--- src/rtl/mem_stage_pkg.sv ---
// Shared types for the memory stage: access size, request/write-back
// control packets and the M-stage FSM state.
package mem_stage_pkg;

   typedef enum logic [1:0] {
      MEM_B = 2'd0,
      MEM_H = 2'd1,
      MEM_W = 2'd2
   } mem_size_t;

   typedef struct packed {
      logic      val;
      logic      we;
      mem_size_t size;
      logic      is_unsigned;
   } dmem_req_ctrl_t;

   typedef struct packed {
      logic       wen;
      logic [4:0] rd;
   } rf_wb_ctrl_t;

   typedef enum logic {
      MEM_IDLE      = 1'b0,
      MEM_WAIT_RESP = 1'b1
   } mem_fsm_state_t;

endpackage

--- src/rtl/mem_stage_if.sv ---
// Data-memory request/response bus between the M stage (master) and memory.
interface mem_stage_if #(
   parameter int unsigned N_BITS = 32
);
   logic              dmem_req_val;
   logic              dmem_req_rdy;
   logic [N_BITS-1:0] dmem_req_addr;
   logic              dmem_req_we;
   logic [3:0]        dmem_req_wstrb;
   logic [N_BITS-1:0] dmem_req_wdata;
   logic              dmem_resp_val;
   logic [N_BITS-1:0] dmem_resp_rdata;

   modport master (
      output dmem_req_val, dmem_req_addr, dmem_req_we, dmem_req_wstrb, dmem_req_wdata,
      input  dmem_req_rdy, dmem_resp_val, dmem_resp_rdata
   );

   modport slave (
      input  dmem_req_val, dmem_req_addr, dmem_req_we, dmem_req_wstrb, dmem_req_wdata,
      output dmem_req_rdy, dmem_resp_val, dmem_resp_rdata
   );
endinterface

--- src/rtl/dl_reg_en_rst.sv ---
// Generic pipeline register with enable and asynchronous active-low clear.
module dl_reg_en_rst #(
   parameter int unsigned W = 1
) (
   input  logic         clk,
   input  logic         rst_n,
   input  logic         en_i,
   input  logic [W-1:0] d_i,
   output logic [W-1:0] q_o
);
   always_ff @(posedge clk or negedge rst_n) begin
      if (!rst_n) begin
         q_o <= '0;
      end else if (en_i) begin
         q_o <= d_i;
      end
   end
endmodule

--- src/rtl/lsu_align.sv ---
// Combinational load/store alignment: store lane strobes and replication,
// load extract with sign/zero extension, and the misalignment check.
module lsu_align
   import mem_stage_pkg::*;
(
   input  logic [1:0]  offset_i,
   input  mem_size_t   size_i,
   input  logic        is_unsigned_i,
   input  logic [31:0] store_data_i,
   input  logic [31:0] rdata_i,
   output logic [3:0]  wstrb_o,
   output logic [31:0] wdata_o,
   output logic [31:0] load_data_o,
   output logic        misaligned_o
);
   logic [31:0] shifted;

   assign shifted = rdata_i >> {offset_i, 3'b000};

   always_comb begin
      wstrb_o      = 4'hF;
      wdata_o      = store_data_i;
      load_data_o  = shifted;
      misaligned_o = 1'b0;
      case (size_i)
         MEM_B: begin
            wstrb_o     = 4'b0001 << offset_i;
            wdata_o     = {4{store_data_i[7:0]}};
            load_data_o = is_unsigned_i ? {24'b0, shifted[7:0]}
                                        : {{24{shifted[7]}}, shifted[7:0]};
         end
         MEM_H: begin
            wstrb_o      = 4'b0011 << offset_i;
            wdata_o      = {2{store_data_i[15:0]}};
            load_data_o  = is_unsigned_i ? {16'b0, shifted[15:0]}
                                         : {{16{shifted[15]}}, shifted[15:0]};
            misaligned_o = offset_i[0];
         end
         default: begin
            misaligned_o = |offset_i;
         end
      endcase
   end
endmodule

--- src/rtl/mem_stage.sv ---
// Memory stage: registers the E-stage outputs, issues one data-memory request
// per memory instruction, waits for load data and drives write-back.
module mem_stage
   import mem_stage_pkg::*;
#(
   parameter int unsigned N_BITS = 32
) (
   input  logic              clk,
   input  logic              rst_n,
   input  logic [N_BITS-1:0] alu_result_in,
   input  logic [N_BITS-1:0] store_data_in,
   input  dmem_req_ctrl_t    dmem_req_ctrl_pkt_in,
   input  rf_wb_ctrl_t       rf_wb_ctrl_pkt_in,
   output logic              stall,
   mem_stage_if.master       dmem,
   output logic [N_BITS-1:0] wb_data,
   output rf_wb_ctrl_t       rf_wb_ctrl_pkt_out,
   output logic              misalign_exc
);
   localparam int unsigned M_W = 2 * N_BITS + $bits(dmem_req_ctrl_t) + $bits(rf_wb_ctrl_t);

   logic [M_W-1:0]    m_d, m_q;
   logic [N_BITS-1:0] alu_q, sd_q;
   dmem_req_ctrl_t    req_q;
   rf_wb_ctrl_t       wb_q;
   mem_fsm_state_t    state_d, state_q;

   logic [3:0]  lsu_wstrb;
   logic [31:0] lsu_wdata, lsu_load_data;
   logic        lsu_misaligned, misaligned, mem_op, done;

   assign m_d = {alu_result_in, store_data_in, dmem_req_ctrl_pkt_in, rf_wb_ctrl_pkt_in};
   assign {alu_q, sd_q, req_q, wb_q} = m_q;

   dl_reg_en_rst #(.W(M_W)) u_m_reg (
      .clk   (clk),
      .rst_n (rst_n),
      .en_i  (~stall),
      .d_i   (m_d),
      .q_o   (m_q)
   );

   lsu_align u_lsu_align (
      .offset_i      (alu_q[1:0]),
      .size_i        (req_q.size),
      .is_unsigned_i (req_q.is_unsigned),
      .store_data_i  (sd_q),
      .rdata_i       (dmem.dmem_resp_rdata),
      .wstrb_o       (lsu_wstrb),
      .wdata_o       (lsu_wdata),
      .load_data_o   (lsu_load_data),
      .misaligned_o  (lsu_misaligned)
   );

   assign misaligned = req_q.val & lsu_misaligned;
   assign mem_op     = req_q.val & ~misaligned;

   always_comb begin
      state_d = state_q;
      case (state_q)
         MEM_IDLE:
            if (dmem.dmem_req_val && dmem.dmem_req_rdy && !req_q.we) state_d = MEM_WAIT_RESP;
         MEM_WAIT_RESP:
            if (dmem.dmem_resp_val) state_d = MEM_IDLE;
         default: state_d = MEM_IDLE;
      endcase
   end

   always_ff @(posedge clk or negedge rst_n) begin
      if (!rst_n) state_q <= MEM_IDLE;
      else        state_q <= state_d;
   end

   // Request fields come only from M registers and state, never from rdy.
   assign dmem.dmem_req_val   = (state_q == MEM_IDLE) & mem_op;
   assign dmem.dmem_req_addr  = {alu_q[N_BITS-1:2], 2'b00};
   assign dmem.dmem_req_we    = req_q.we;
   assign dmem.dmem_req_wstrb = req_q.we ? lsu_wstrb : 4'b0000;
   assign dmem.dmem_req_wdata = lsu_wdata;

   assign done  = ((state_q == MEM_IDLE) & dmem.dmem_req_val & dmem.dmem_req_rdy & req_q.we)
                | ((state_q == MEM_WAIT_RESP) & dmem.dmem_resp_val);
   assign stall = mem_op & ~done;

   assign wb_data      = (req_q.val & ~req_q.we) ? lsu_load_data : alu_q;
   assign misalign_exc = misaligned;

   always_comb begin
      rf_wb_ctrl_pkt_out     = wb_q;
      rf_wb_ctrl_pkt_out.wen = wb_q.wen & ~stall & ~misaligned;
   end
endmodule

--- src/flat_wrapper.sv ---
// flat-port wrapper written by rule: the top's interface ports become plain ports
module mem_stage_flat import mem_stage_pkg::*;
#(
   parameter int unsigned N_BITS = 32
)
  (clk, rst_n, alu_result_in, store_data_in, dmem_req_ctrl_pkt_in, rf_wb_ctrl_pkt_in, stall, wb_data, rf_wb_ctrl_pkt_out, misalign_exc, dmem_dmem_req_val, dmem_dmem_req_addr, dmem_dmem_req_we, dmem_dmem_req_wstrb, dmem_dmem_req_wdata, dmem_dmem_req_rdy, dmem_dmem_resp_val, dmem_dmem_resp_rdata);
  mem_stage_if #(.N_BITS(N_BITS)) dmem_i ();
  input  logic clk;
  input  logic rst_n;
  input  logic [N_BITS-1:0] alu_result_in;
  input  logic [N_BITS-1:0] store_data_in;
  input  dmem_req_ctrl_t dmem_req_ctrl_pkt_in;
  input  rf_wb_ctrl_t rf_wb_ctrl_pkt_in;
  output logic stall;
  output logic [N_BITS-1:0] wb_data;
  output rf_wb_ctrl_t rf_wb_ctrl_pkt_out;
  output logic misalign_exc;
  output wire logic [$bits(dmem_i.dmem_req_val)-1:0] dmem_dmem_req_val;
  output wire logic [$bits(dmem_i.dmem_req_addr)-1:0] dmem_dmem_req_addr;
  output wire logic [$bits(dmem_i.dmem_req_we)-1:0] dmem_dmem_req_we;
  output wire logic [$bits(dmem_i.dmem_req_wstrb)-1:0] dmem_dmem_req_wstrb;
  output wire logic [$bits(dmem_i.dmem_req_wdata)-1:0] dmem_dmem_req_wdata;
  input wire logic [$bits(dmem_i.dmem_req_rdy)-1:0] dmem_dmem_req_rdy;
  input wire logic [$bits(dmem_i.dmem_resp_val)-1:0] dmem_dmem_resp_val;
  input wire logic [$bits(dmem_i.dmem_resp_rdata)-1:0] dmem_dmem_resp_rdata;
  assign dmem_dmem_req_val = dmem_i.dmem_req_val;
  assign dmem_dmem_req_addr = dmem_i.dmem_req_addr;
  assign dmem_dmem_req_we = dmem_i.dmem_req_we;
  assign dmem_dmem_req_wstrb = dmem_i.dmem_req_wstrb;
  assign dmem_dmem_req_wdata = dmem_i.dmem_req_wdata;
  assign dmem_i.dmem_req_rdy = dmem_dmem_req_rdy;
  assign dmem_i.dmem_resp_val = dmem_dmem_resp_val;
  assign dmem_i.dmem_resp_rdata = dmem_dmem_resp_rdata;
  mem_stage #(.N_BITS(N_BITS)) u_core (.clk(clk), .rst_n(rst_n), .alu_result_in(alu_result_in), .store_data_in(store_data_in), .dmem_req_ctrl_pkt_in(dmem_req_ctrl_pkt_in), .rf_wb_ctrl_pkt_in(rf_wb_ctrl_pkt_in), .stall(stall), .dmem(dmem_i), .wb_data(wb_data), .rf_wb_ctrl_pkt_out(rf_wb_ctrl_pkt_out), .misalign_exc(misalign_exc));
endmodule
--- config.mk ---
export PLATFORM = sky130hd
export DESIGN_NAME = mem_stage_flat
export DESIGN_NICKNAME = d
export VERILOG_FILES = /design/src/rtl/mem_stage_pkg.sv /design/src/rtl/mem_stage_if.sv /design/src/rtl/dl_reg_en_rst.sv /design/src/rtl/lsu_align.sv /design/src/rtl/mem_stage.sv /design/src/flat_wrapper.sv
export SDC_FILE = /design/constraint.sdc
export NUM_CORES = 1
export LEC_CHECK = 0
export CORE_MARGIN = 1.5
export CORE_UTILIZATION = 42
export CTS_CLUSTER_SIZE = 8
export DETAILED_ROUTE_END_ITERATION = 16
export GPL_TIMING_DRIVEN = 0
export PLACE_DENSITY = 0.85
export SLEW_MARGIN = 15
export SYNTH_ARGS = -nofsm -noshare
export SYNTH_HDL_FRONTEND = slang
export SYNTH_SLANG_ARGS = --single-unit
--- constraint.sdc ---
create_clock -name clk -period 2.1 [get_ports clk]
set_input_delay 0.21 -clock clk [delete_from_list [all_inputs] [get_ports clk]]
set_output_delay 0.21 -clock clk [all_outputs]
set_load 0.02 [all_outputs]
==> reports/qor.yml, run 1 <==
ys.flop_type: "dfrtp_1"
ys_types: 37
cp_data_arrival_time_ns: 2.21
max_freq_mhz: 413
core_area_sq_um: 10500
rows: 37
grt_pass1_vias: 4731
cts_buffer_depth: 2
slew_violations: 0
die-area_sq_um: 11600
period_needed_ns: 2.42
vias_per_cell: 5.50
yosysWarnings: 0
dpl.cell_count: 789
final_core_util_pct: 77.1
rsz0062_at_grt: "yes"
cts_made_buffers: 9
io_buffers: 218
syn-mean-instance-area_sq_um: 10.6
place_hpwl_mm: 12.2
ctsRootBufferMaster: "clkbuf_8"
worst_pin_slew_ns: 0.561
grt_pass1_wl_mm: 24.8
track_usage_pct: 28.4
syn_area_sq_um: 4590
slew_headroom_pct: 62.6
cp_cell_sequence: "mux2_4 > nor2b_4 > o311a_4 > buf_6 > a221o_1 > buf_6"
crit_family: "compound AO/OA/AOI/OAI gates"
wl_mm: 18.1
setup_ws_ns: -0.324
path_max_fanout: 5
drtIter0Drc: 211
setup_viol: 48
seq_area_frac_synth_pct: 41.4
path_common_cell: "buf_6"
hold_viol: 0
power_per_cell_area_nw_per_um2: 1890
fin_cells: 837
slowest_stage: "dfrtp_2"
wl_per_cell_um: 21.6
vdd_drop_max_uv: 1060
finalSetupTns_ns: -7.64
synth_seq_cells: 76
grt_max_degree: 42
num_vias: 4605
min-delay-path-class: "in -> async"
clkLatencyLatePin_ns: 0.36
synth.top_cell.area_share_pct: 41.4
die_x_um: 108
synth_edf_count: 0
start_util_pct: 43.9
cp_data_required_time_ns: 1.89
die_h_um: 108
multi_input_area_sq_um: 2510
yosysMostFrequentCell: "dfrtp_1"
drv_cap: 0
postRouteAntennaNets: 0
r2r_cells: 10
synth_top_area_cell: "dfrtp_1"
end_kind: "output pin"
slowest_delay_ns: 0.42
leakagePower_nw: 3.66
seqCellArea_sq_um: 1910
drc: 0
area_delta_synth_final_pct: 75.7
criticalPathCategory: "reg -> out"
diodes: 0
n_fill_cell: 703
synth_area_leaders: "dfrtp_1 41%, mux2_1 15%, buf_4 8.3%"
ys_async_sr_fraction_pct: 100
syn_inst: 433
synth_commonest_cells: "76 x dfrtp_1, 63 x mux2_1, 51 x buf_4, 40 x nand2_1"
gp_congestion: 0.897
grt_overflow: 0
io_pins: 221
firstDrtPassIters: 4
drive_above_1_share_pct: 37.7
cts_num_sinks: 76
status: "finished, violations left"
clk_pin_slew_worst_paths_ns: 0.08
cp.depth: 6
nNetsFinal: 807
start_kind: "flip-flop"
cts_tree: "built"
htreeDepth: 3
finClkSkew_ns: 0.0115
antenna_found_initial: 0
path_buf_inv: 2
violations: "negative setup slack"
post-route-period-util_pct: 115
[where the power goes]
group | switching [W] | total (W) | internal [W]
Sequential | 0.000659 | 0.00282 | 0.00216
Combinational | 0.00530 | 0.0111 | 0.00584
Clock | 0.000584 | 0.00129 | 0.000707
[per-layer routing]
layer,share of wire [%],GRT usage (%)
met3,9.4,8.72
met5,0,0
met2,50,51.2
met4,5.1,13.4
met1,36,30.1
[worst paths after layout]
kind / slack (ns) / endpoint / start
hold reg to reg: 0.51 / u_core.u_m_reg.q_o[40] / u_core.u_m_reg.q_o[40]
max in group asynchronous: 1.13 / u_core.u_m_reg.q_o[8] / rst_n
min in group clk: 0.44 / u_core.u_m_reg.q_o[74] / alu_result_in[31]
setup / recovery: -0.32 / wb_data[26] / u_core.u_m_reg.q_o[44]
hold / removal: 0.35 / u_core.u_m_reg.q_o[55] / rst_n
setup reg to reg: -0.03 / u_core.u_m_reg.q_o[37] / u_core.u_m_reg.q_o[44]
[registers in the layout (all words and copies together), names as in the netlist]
name / count
u_core.state_q: 1
u_core.u_m_reg.q_o: 75
[final cells by class]
cell class,count,share of cell area [%]
Buffer,73,8.08
Clock buffer,11,1.75
Clock inverter,5,1.04
Inverter,4,0.186
Multi-Input combinational cell,278,31.2
Sequential cell,76,23.6
Tap cell,136,2.11
Timing Repair Buffer,254,32.1
[metrics by stage]
stage	power (W)	hold slack [ns]	worst slack, ns	instance area, sq um
2_1_floorplan	0.00787	-0.0856	0.0663	4600
3_3_place_gp	0.0116	0.469	-1.87	6950
3_5_place_dp	0.0118	0.199	-0.709	6970
4_1_cts	0.0133	0.374	-0.353	7450
5_1_grt	0.0159	0.385	-0.376	8070
6_report	0.0152	0.349	-0.324	8070
[timing repair]
action                                  CTS  global route
gates cloned                              1             7
hold buffers                              1             0
endpoints found under the setup margin  106           102
buffers inserted                         18             9
pin swaps                                 5             5
resized for setup                       250           154
hold endpoints to repair                 35             0
[placed cells by master, fill, tap and decap left out, types with 5 or more instances in the layout]
master	synthesis	routed
buf_8	0	8
buf_4	51	70
clkbuf_2	0	14
clkbuf_8	0	12
and2_1	7	7
o21ai_0	24	20
nand2_1	40	40
nor2_1	26	23
a221o_1	16	16
mux2i_1	23	20
nor2b_1	7	5
a21oi_1	18	10
mux2_2	26	20
dlygate4sd2_1	0	20
buf_12	0	7
buf_6	1	34
dfrtp_1	76	72
a21oi_2	1	5
clkdlybuf4s50_1	0	153
mux2_4	1	53
mux2_1	63	17
clkbuf_16	0	7
[cell families after synthesis]
group	Yosys count	share of synthesized area (%)
muxes	113	27.2
and+or+nand+nor	88	8.44
buffers and inverters	80	11.1
DFF	76	41.4
AOI/OAI and AO/OA	75	11.8
other	1	0.0816
Note: power is estimated with default switching activity, not from simulation.
==> run 2, diff against run 1 <==
--- a/config.mk
+++ b/config.mk
@@ -5,7 +5,6 @@
 export SDC_FILE = /design/constraint.sdc
 export NUM_CORES = 1
 export LEC_CHECK = 0
-export CORE_MARGIN = 1.5
 export CORE_UTILIZATION = 42
 export CTS_CLUSTER_SIZE = 8
 export DETAILED_ROUTE_END_ITERATION = 16
==> run 2 against run 1 <==
The flow still finishes with violations (negative setup slack). Flip-flop and latch count is the same. Largest power group unchanged. Register-to-register slack gained 0.09 ns. Clock-buffer cell count grew 1. Sequential share of layout area grew 1.2 points. Global-route usage grew 1.3 points. Critical endpoint unchanged. First-iteration DRC count grew 0.47%. Clock power shrank 5%. Sequential power shrank 3%. Worst hold slack lost 0.065 ns. Via count shrank 2.8%. Largest cell class unchanged. Cell count shrank 0.72%. Wire length shrank 6.3%.
==> reports/qor.yml, run 2 (synthesis results as in run 1) <==
status: "finished, violations left"
gp_congestion: 0.902
slew_violations: 0
path_max_fanout: 6
start_util_pct: 43.9
clk_pin_slew_worst_paths_ns: 0.09
path_common_cell: "buf_6"
fin_area_sq_um: 7690
drtIter0Drc: 212
core_area_sq_um: 10500
place_ws_ns: -0.746
power_frac_comb_pct: 71.5
area_delta_synth_final_pct: 67.4
fin_cells: 831
cts_made_buffers: 9
die-area_sq_um: 11400
grt_max_degree: 57
vias_per_cell: 5.39
cts_buffer_depth: 2
path_buf_inv: 3
ctsRootBufferMaster: "clkbuf_8"
setup_ws_ns: -0.386
largest_reg_flops: 75
wl_mm: 17.0
p_int_w: 0.00777
top_register: "u_core.u_m_reg.q_o"
violations: "negative setup slack"
slowest_stage: "dfrtp_2"
postRouteAntennaNets: 0
start_kind: "flip-flop"
rsz0062_at_grt: "yes"
place_hpwl_mm: 12.0
power_per_cell_area_nw_per_um2: 1810
cts_num_sinks: 76
htreeDepth: 3
num_vias: 4475
grt_pass1_vias: 4656
diodes: 0
leakagePower_nw: 3.42
finalSetupTns_ns: -7.80
drc: 0
cp_data_required_time_ns: 1.89
post-route-period-util_pct: 118
p_clk_share_pct: 8.8
firstDrtPassIters: 4
cp_data_arrival_time_ns: 2.28
cp_cell_sequence: "nand2b_1 > buf_6 > a2111oi_4 > o311a_4 > buf_8 > a221o_1 > buf_6"
dpl.cell_count: 789
slew_headroom_pct: 66.6
cts_tree: "built"
end_kind: "output pin"
crit_family: "compound AO/OA/AOI/OAI gates"
max_freq_mhz: 402
grt_pass1_wl_mm: 25.4
antenna_found_initial: 0
reg.largest.list: "u_core.u_m_reg.q_o (75), u_core.state_q (1)"
worst_pin_slew_ns: 0.500
grt_overflow: 0
drive_above_1_share_pct: 30.5
p_seq_share_pct: 19.7
min-delay-path-class: "in -> async"
nNetsFinal: 801
final_common_cell: "clkdlybuf4s50_1"
period_needed_ns: 2.49
vdd_drop_max_uv: 998
die_x_um: 107
wl_per_cell_um: 20.4
io_buffers: 218
rows: 37
setup_viol: 34
criticalPathCategory: "reg -> out"
io_pins: 221
drv_cap: 0
clkLatencyLatePin_ns: 0.36
track_usage_pct: 29.7
slowest_delay_ns: 0.42
place_area_sq_um: 6970
final_cell_mix: "153 x clkdlybuf4s50_1, 73 x dfrtp_1, 71 x buf_4"
die_h_um: 107
p_sw_share_pct: 44.2
hold_viol: 0
finClkSkew_ns: 0.00980
p_sw_w: 0.00615
## run 2: changes by cell type in the layout (fill, tap and decap cells not counted), sizes merged
cell	before	now
bufinv	2	1
buf	123	119
clkinvlp	2	1
inv	5	6
clkbuf	36	35
## run 2: metal layers
layer | wire length, um | vias to the layer above | GRT usage, %
met1 | 6420 | 2194 | 34.1
met5 | 0 | - | 0
met4 | 638 | 0 | 14.5
li1 | - | 1993 | -
met2 | 8340 | 247 | 51.8
met3 | 1570 | 41 | 7.17
## run 2: layout make-up
type	count	area (sq um)
Fill cell	759	2770
Timing Repair Buffer	248	2450
Multi-Input combinational cell	278	2290
Sequential cell	76	1910
Buffer	73	649
Tap cell	136	170
Clock buffer	12	155
Clock inverter	4	55.1
Inverter	4	15.0
## run 2: final timing paths
kind	startpoint	endpoint	slack [ns]	cells past startpoint
max in group asynchronous	rst_n	u_core.u_m_reg.q_o[8]	1.21	3
min	rst_n	u_core.u_m_reg.q_o[59]	0.28	2
max reg2reg	u_core.u_m_reg.q_o[8]	u_core.u_m_reg.q_o[12]	0.06	9
min in group clk	dmem_req_ctrl_pkt_in[4]	u_core.u_m_reg.q_o[10]	0.41	2
max	u_core.u_m_reg.q_o[9]	wb_data[26]	-0.39	7
min reg2reg	u_core.u_m_reg.q_o[4]	u_core.u_m_reg.q_o[4]	0.50	1
## run 2: power by group through the flow
stage	registers, W	logic (W)	clock network, W
6_report	0.00274	0.00995	0.00123
5_1_grt	0.00284	0.0105	0.00131
3_3_place_gp	0.00271	0.00890	0
4_1_cts	0.00273	0.00929	0.00124
2_1_floorplan	0.00257	0.00529	0
3_5_place_dp	0.00275	0.00899	0
## run 2: metrics by stage
stage	hold WS (ns)	power, W	util, %
floorplan	-0.0856	0.00787	-
global placement	0.468	0.0116	66.4
detailed placement	0.120	0.0117	66.7
CTS	0.263	0.0133	71.4
global route	0.301	0.0146	73.5
finish	0.284	0.0139	73.5
## run 2: worst reg2reg max path: cells and delay by family, from the launching register on
family                 cells  cell delay, ns
muxes                      1            0.34
and+or+nand+nor            1            0.15
DFF                        1            0.46
buffers and inverters      5            0.73
AOI/OAI and AO/OA          2            0.26
## run 2: repair_timing
action / CTS / global route
pin swaps: 2 / 7
gates resized for setup: 249 / 83
hold buffers: 1 / 0
gates cloned: 1 / 3
endpoints found under the hold margin: 20 / 0
setup buffers: 16 / 9
setup endpoints to repair: 101 / 104
==> run 3, diff against run 2 <==
--- a/config.mk
+++ b/config.mk
@@ -14,3 +14,4 @@
 export SYNTH_ARGS = -nofsm -noshare
 export SYNTH_HDL_FRONTEND = slang
 export SYNTH_SLANG_ARGS = --single-unit
+export TNS_END_PERCENT = 50
==> run 3 against run 2 <==
The run still ends with negative setup slack left. Combinational power shrank 5.6%. Via count shrank 1.3%. Die area is the same. Non-clock buffer count shrank 7. Sequential share of layout area grew 0.72 points. Setup slack gained 0.019 ns. Worst hold slack lost 0.0027 ns. Critical path type unchanged. Largest power group unchanged.
==> reports/qor.yml, run 3 (synthesis results as in run 1) <==
status: "finished, violations left"
violations: "negative setup slack"
largest_reg_flops: 75
rows: 37
slowest_delay_ns: 0.44
leakagePower_nw: 3.34
cts_buffer_depth: 2
firstDrtPassIters: 5
cp_data_required_time_ns: 1.89
grt_max_degree: 57
diodes: 0
die-area_sq_um: 11400
dpl.cell_count: 789
cts_tree: "built"
io_buffers: 218
ctsRootBufferMaster: "clkbuf_8"
post-route-period-util_pct: 117
end_kind: "output pin"
cts_num_sinks: 76
fin_cells: 824
slew_violations: 0
place_hpwl_mm: 12.0
slew_headroom_pct: 65.8
drc: 0
rsz0062_at_grt: "yes"
io_pins: 221
nNetsFinal: 794
clkLatencyLatePin_ns: 0.36
setup_ws_ns: -0.366
htreeDepth: 3
grt_pass1_wl_mm: 25.4
power_per_cell_area_nw_per_um2: 1790
reg.largest.list: "u_core.u_m_reg.q_o (75), u_core.state_q (1)"
setup_viol: 34
finClkSkew_ns: 0.0116
hold_viol: 0
max_freq_mhz: 405
antenna_found_initial: 0
core_area_sq_um: 10500
die_x_um: 107
slowest_stage: "dfrtp_2"
worst_pin_slew_ns: 0.513
die_h_um: 107
path_max_fanout: 5
min-delay-path-class: "in -> async"
vdd_drop_max_uv: 999
cp_cell_sequence: "mux2_4 > nor2b_4 > o311a_4 > buf_8 > a221o_1 > buf_6"
cp_data_arrival_time_ns: 2.26
final_common_cell: "clkdlybuf4s50_1"
final_cell_mix: "153 x clkdlybuf4s50_1, 73 x dfrtp_1, 70 x buf_4"
postRouteAntennaNets: 0
grt_overflow: 0
area_delta_synth_final_pct: 62.7
start_kind: "flip-flop"
criticalPathCategory: "reg -> out"
final_core_util_pct: 71.4
drv_cap: 0
grt_pass1_vias: 4674
gp_congestion: 0.902
track_usage_pct: 29.6
cts_made_buffers: 9
vias_per_cell: 5.36
num_vias: 4415
place_ws_ns: -0.746
wl_per_cell_um: 20.0
wl_mm: 16.5
clk_pin_slew_worst_paths_ns: 0.09
drtIter0Drc: 219
period_needed_ns: 2.47
top_register: "u_core.u_m_reg.q_o"
drive_above_1_share_pct: 28.9
start_util_pct: 43.9
run 3: path summary, 6_finish.rpt:
check | from | to | slack [ns] | cells past startpoint
max reg2reg | u_core.u_m_reg.q_o[44] | u_core.u_m_reg.q_o[47] | 0.04 | 9
max in group asynchronous | rst_n | u_core.u_m_reg.q_o[0] | 1.22 | 3
min in group clk | dmem_req_ctrl_pkt_in[4] | u_core.u_m_reg.q_o[10] | 0.41 | 2
min reg2reg | u_core.u_m_reg.q_o[4] | u_core.u_m_reg.q_o[4] | 0.50 | 1
min | rst_n | u_core.u_m_reg.q_o[59] | 0.28 | 2
max | u_core.u_m_reg.q_o[44] | wb_data[26] | -0.37 | 6
run 3: worst max-delay path, delay by kind of cell, from the launching register on:
kind | cells | cell delay [ns]
flops | 1 | 0.44
compound gates | 2 | 0.69
mux | 1 | 0.32
buf+inv | 2 | 0.31
simple gates | 1 | 0.13
run 3: what timing repair did:
action | 4_1_cts | 5_1_grt
hold buffers | 1 | 0
resized for setup | 248 | 58
endpoints found under the hold margin | 20 | 0
buffers inserted | 16 | 4
gates cloned | 1 | 0
setup endpoints to repair | 101 | 109
pin swaps | 2 | 5
run 3: area by class of cell:
type,count,area (sq um)
Clock buffer,12,155
Fill cell,798,2990
Clock inverter,4,55.1
Tap cell,136,170
Timing Repair Buffer,241,2300
Sequential cell,76,1910
Inverter,4,15.0
Multi-Input combinational cell,278,2250
Buffer,73,621
run 3: layer usage:
| metal | part of all wire [%] | routed length [um] | track usage [%] |
|---|---|---|---|
| met5 | 0 | 0 | 0 |
| met4 | 3.6 | 593 | 13.7 |
| met3 | 8.5 | 1390 | 7.36 |
| met2 | 49 | 8140 | 52.2 |
| met1 | 39 | 6350 | 33.5 |
run 3: power breakdown:
| group | leakage, nW | total, W | switching, W | internal [W] |
|---|---|---|---|---|
| clock | 0.104 | 0.00122 | 0.000600 | 0.000624 |
| combinational | 2.35 | 0.00939 | 0.00480 | 0.00459 |
| sequential | 0.884 | 0.00274 | 0.000588 | 0.00215 |
| total | 3.34 | 0.0134 | 0.00598 | 0.00737 |
run 3: stage by stage:
stage | power (W) | TNS [ns] | cell area [sq um] | hold slack [ns]
floorplan | 0.00787 | 0 | 4600 | -0.0856
global placement | 0.0116 | -174.18 | 6950 | 0.468
detailed placement | 0.0117 | -31.37 | 6970 | 0.120
CTS | 0.0133 | -8.82 | 7470 | 0.263
global route | 0.0141 | -9.04 | 7470 | 0.300
finish | 0.0134 | -7.75 | 7470 | 0.281
